===== src/rtl/onehot_req_encoder.sv =====
// Gathers request pulses into a pending vector and issues their indices one per valid/ready transfer.
// Define ONEHOT_ENC_RR_EN for round-robin selection; the default build uses fixed lowest-index priority.
module onehot_req_encoder #(
    parameter int N     = 4,
    parameter int IDX_W = $clog2(N)
) (
    input  logic             clk,
    input  logic             rst_n,
    input  logic             en,
    input  logic [N-1:0]     req,
    output logic [IDX_W-1:0] out_idx,
    output logic             out_valid,
    input  logic             out_ready,
    output logic [N-1:0]     pending,
    output logic             any_pending,
    output logic             all_pending,
    output logic             drop
);

    typedef enum logic [0:0] {
        ST_IDLE = 1'b0,
        ST_HOLD = 1'b1
    } state_e;

    state_e           state_q, state_d;
    logic [N-1:0]     pending_q, pending_d;
    logic [IDX_W-1:0] out_idx_q, out_idx_d;
    logic             out_valid_q, out_valid_d;
    logic             drop_q, drop_d;

    logic [N-1:0]     set_mask_s;
    logic [N-1:0]     clr_mask_s;
    logic [IDX_W-1:0] sel_idx_s;
    logic             load_s;
    int               search_start_s;

`ifdef ONEHOT_ENC_RR_EN
    logic [IDX_W-1:0] ptr_q, ptr_d;
`endif

    // First set bit of vec when scanning upward from start and wrapping past N-1.
    function automatic logic [IDX_W-1:0] pick_idx(input logic [N-1:0] vec, input int start);
        logic [IDX_W-1:0] res;
        logic [IDX_W-1:0] pos;
        int               j;
        res = {IDX_W{1'b0}};
        // Walk the order backwards so the earliest hit is the last one written.
        for (int i = N - 1; i >= 0; i--) begin
            j   = start + i;
            j   = (j >= N) ? (j - N) : j;
            pos = IDX_W'(j);
            res = vec[pos] ? pos : res;
        end
        return res;
    endfunction

    // Summary flags straight from the pending register.
    always_comb begin
        any_pending = |pending_q;
        all_pending = &pending_q;
    end

    // Where the priority search begins.
    always_comb begin
`ifdef ONEHOT_ENC_RR_EN
        search_start_s = (int'(ptr_q) + 1) % N;
`else
        search_start_s = 0;
`endif
        sel_idx_s = pick_idx(pending_q, search_start_s);
    end

    // Output FSM: decides when a new index is loaded and which pending bit it clears.
    always_comb begin
        state_d     = state_q;
        out_idx_d   = out_idx_q;
        out_valid_d = out_valid_q;
        load_s      = 1'b0;
        case (state_q)
            ST_IDLE: begin
                if (any_pending) begin
                    load_s      = 1'b1;
                    out_valid_d = 1'b1;
                    state_d     = ST_HOLD;
                end else begin
                    out_valid_d = 1'b0;
                end
            end
            ST_HOLD: begin
                if (out_ready && any_pending) begin
                    load_s      = 1'b1;
                    out_valid_d = 1'b1;
                end else if (out_ready) begin
                    out_valid_d = 1'b0;
                    state_d     = ST_IDLE;
                end else begin
                    out_valid_d = 1'b1;
                end
            end
            default: begin
                out_valid_d = 1'b0;
                state_d     = ST_IDLE;
            end
        endcase
        if (load_s) begin
            out_idx_d  = sel_idx_s;
            clr_mask_s = {{(N-1){1'b0}}, 1'b1} << sel_idx_s;
        end else begin
            clr_mask_s = {N{1'b0}};
        end
    end

    // Pending bookkeeping: a fresh set overrides the clear of the bit just issued.
    always_comb begin
        set_mask_s = en ? req : {N{1'b0}};
        pending_d  = (pending_q & ~clr_mask_s) | set_mask_s;
        drop_d     = |(set_mask_s & pending_q & ~clr_mask_s);
    end

`ifdef ONEHOT_ENC_RR_EN
    // Round-robin pointer follows the last issued index.
    always_comb begin
        if (load_s) begin
            ptr_d = sel_idx_s;
        end else begin
            ptr_d = ptr_q;
        end
    end

    // Pointer register; N-1 at reset so the first grant matches fixed priority.
    always_ff @(posedge clk or negedge rst_n) begin
        if (!rst_n) begin
            ptr_q <= IDX_W'(N - 1);
        end else begin
            ptr_q <= ptr_d;
        end
    end
`endif

    // State and output registers.
    always_ff @(posedge clk or negedge rst_n) begin
        if (!rst_n) begin
            state_q     <= ST_IDLE;
            pending_q   <= {N{1'b0}};
            out_idx_q   <= {IDX_W{1'b0}};
            out_valid_q <= 1'b0;
            drop_q      <= 1'b0;
        end else begin
            state_q     <= state_d;
            pending_q   <= pending_d;
            out_idx_q   <= out_idx_d;
            out_valid_q <= out_valid_d;
            drop_q      <= drop_d;
        end
    end

    assign out_idx   = out_idx_q;
    assign out_valid = out_valid_q;
    assign pending   = pending_q;
    assign drop      = drop_q;

endmodule


===== config.mk =====
export PLATFORM = sky130hd
export DESIGN_NAME = onehot_req_encoder
export DESIGN_NICKNAME = d
export VERILOG_FILES = /design/src/rtl/onehot_req_encoder.sv
export SDC_FILE = /design/constraint.sdc
export NUM_CORES = 1
export LEC_CHECK = 0
export ABC_AREA = 1
export CORE_AREA = 2 2 39 41
export DETAILED_ROUTE_END_ITERATION = 6
export DIE_AREA = 0 0 41 43
export SYNTH_ARGS = -nofsm -noshare
export SYNTH_HDL_FRONTEND = slang
export SYNTH_SLANG_ARGS = --single-unit

===== constraint.sdc =====
create_clock -name clk -period 1.43 [get_ports clk]
set_clock_uncertainty 0.05 [all_clocks]
set_input_delay 0.3575 -clock clk [delete_from_list [all_inputs] [get_ports clk]]
set_output_delay 0.3575 -clock clk [all_outputs]
set_load 0.05 [all_outputs]

==> results.yml <==
worst_setup_path:
  rrSetupSlack_ps: 190
  cp_max_fo: 4
  critPathKind: "reg -> out"
  cp.required_ps: 1020
  reg2regPathDepth: 6
  path_cells: "inv_2 > nor3_4 > buf_12"
  critical-path-top-delay-family: "flip-flops"
  cp-start-kind: "flip-flop"
  cp.arrival_ps: 1100
  timing.rr.end: "drop"
  slowest_stage: "dfrtp_2"
  critPathCaptureType: "output pin"
  cpPeakStageDelay_ps: 420
  crit-reg2reg-launch: "pending[0]"
  worstPathBufferInverterCount: 2
floorplan:
  die_y_um: 43
  fp.dieW_um: 41
  design.core.area_sq_um: 1384
  die_area_sq_um: 1763
  std_cell_rows: 14
  io-pin-count: 18
  start_util_pct: 30.38
global_routing:
  grt_usage_pct: 17.19
  grt_overflow: 0
  grt_pass1_wl_mm: 1.938
  antenna_found_initial: 0
  grt_pass1_vias: 495
  grt_max_degree: 9
pwr:
  swShare_pct: 38.02
  switching_power_w: 0.0003703
  power_density_nw_per_um2: 1140
  comb_power_share_pct: 50.6
  p_leak_nw: 0.4222
  intPower_w: 0.0006038
  clkPwrFrac_pct: 17.9
  seqPwrFrac_pct: 31.5
  ir_worst_vdd_v: 0.0006400
clock_tree:
  clock_path_buffers: 2
  cts-root-buf: "clkbuf_4"
  cts_max_level: 1
  numCtsBuffers: 3
  clk_pin_slew_ps: 60
  cts_tree: "built"
  hold_buffers: 0
  cts.sinks: 8
  clk_latency_ps: 250
yosys:
  synth_top_area_cell: "dfrtp_1"
  synth.net_count: 62
  synth_cells: 54
  synth_fa_ha_area_share_pct: 0
  yosys.area_share.simple_pct: 38.99
  synth_compound_area_share_pct: 6.250
  synth_top_area_share_pct: 47.62
  synth_top_family_by_area: "simple AND/OR/NAND/NOR gates"
  ys_seq_area_share_pct: 47.62
  ys_ff_latch: 8
  yosys-top-cells-area: "dfrtp_1 48%, nand2_1 13%, nand3_1 7.1%"
  synthMuxAreaShare_pct: 0
  synthXorXnorAreaFrac_pct: 0
  yosys_warnings: 0
  synth_area_sq_um: 420.4
  synth_cell_types: 15
  syn_area_per_cell_sq_um: 7.785
route:
  detail-route-antenna-nets: 0
  drt_pass1_iterations: 6
  drt-initial-drc-count: 5
  drt-total-wl_mm: 1.152
  via_per_inst: 4.735
  wl_per_cell_um: 11.29
  drc: 0
  vias: 483
cells_and_area:
  drive_above_1_share_pct: 46.51
  final_util_pct: 61.75
  fill_cells: 127
  stdcell_count: 102
  antenna_cells: 0
  finalNetCount: 96
  syn2layout_area_growth_pct: 103.3
timing:
  worst_pin_slew_ps: 367.3
  setup_tns_ps: -140.1
  hold_ws_ps: 330.6
  setup_ws_ps: -79.06
  setup_violations: 2
  relSlewSlack_pct: 75.44
  rsz0062_at_grt: "true"
  min_period_ps: 1509
  slew_violations: 0
  hold_viol: 0
  fmax_mhz: 662.7
  period_share_pct: 105.5
min_path:
  hp-class: "in -> async"
flow_run:
  cap_violations: 0
placed_design:
  placed_cells: 87
  place_congestion: 0.7896
  dp.final_hpwl_um: 772.6
  io_buffers: 17
status:
  status: "finished with violations"
  violations: "negative setup slack"
-- flip-flops by register name, indices dropped and copies added, names as in the netlist --
register   cells
drop           1
out_idx        2
out_valid      1
pending        4
-- cell usage in the layout (no fill, tap or decap), drive strengths merged --
master,Yosys,layout
buf,0,22
nand2,17,17
inv,8,8
nor2,8,8
dfrtp,8,8
clkdlybuf4s50,0,7
nand3,6,6
clkbuf,0,3
nor3,2,2
nand4,1,1
a21oi,1,1
and2,1,1
o21ai,1,1
o22ai,1,1
-- final cells by class --
cell class	count	area [sq um]	share of cell area (%)
clock buffers	3	22.52	2.635
inverters	8	30.03	3.514
repair buffers	29	362.8	42.46
well taps	16	20.02	2.343
multi-input cells	38	214.0	25.04
flip-flops and latches	8	205.2	24.01
-- how the worst max path moves through the flow --
stage	start	endpoint	slack (ps)	depth (start not counted)
CTS	pending[3]	all_pending	-70	3
finish	pending[2]	all_pending	-80	3
global route	pending[2]	all_pending	-120	3
detailed placement	out_ready	drop	-70	6
global placement	out_ready	drop	-10	6
floorplan	pending[3]	all_pending	-110	2
-- per-layer routing --
metal	vias up	GRT usage (%)	part of all wire, %
met5	-	0	0
met4	0	16.67	6.1
met3	8	4.712	5.1
met2	21	25.00	48
met1	219	18.42	41
li1	235	-	-
-- metrics by stage --
step	area, sq um	setup WS [ps]	total power (W)
4_1_cts	813.3	-74.55	0.0009571
3_5_place_dp	716.9	-66.58	0.0007240
5_1_grt	854.6	-121.3	0.001025
3_3_place_gp	716.9	-14.01	0.0007217
2_1_floorplan	439.2	-106.1	0.0005162
6_report	854.6	-79.06	0.0009741
-- what timing repair did --
| item | in CTS | in global routing |
|---|---|---|
| pin swaps | 2 | 3 |
| gates resized for setup | 3 | 3 |
| endpoints found under the setup margin | 2 | 4 |
| setup buffers | 8 | 4 |
| hold endpoints to repair | 0 | 0 |
-- power by group through the flow --
| stage | registers, W | clock network (W) | logic, W |
|---|---|---|---|
| after floorplan | 0.000406 | 0 | 0.000111 |
| after global placement | 0.000320 | 0 | 0.000402 |
| after detailed placement | 0.000320 | 0 | 0.000404 |
| after CTS | 0.000305 | 0.000175 | 0.000477 |
| after global routing | 0.000310 | 0.000193 | 0.000522 |
| final | 0.000307 | 0.000175 | 0.000493 |
-- synthesized netlist by cell type --
cell      n
nand2_1  15
dfrtp_1   8
inv_1     7
nand3_1   6
nor2_1    6
nand2_2   2
nor3_1    2
a21oi_1   1
and2_4    1
inv_2     1
nand4_1   1
nor2_2    1
nor2_4    1
o21ai_2   1
o22ai_2   1
-- logic make-up (layout without fill, tap and decap cells) --
family,Yosys count,after routing
AOI/OAI and AO/OA,3,3
and+or+nand+nor,35,35
DFF,8,8
buffers and inverters,8,40
No activity file was read; power rests on OpenSTA's default activity.
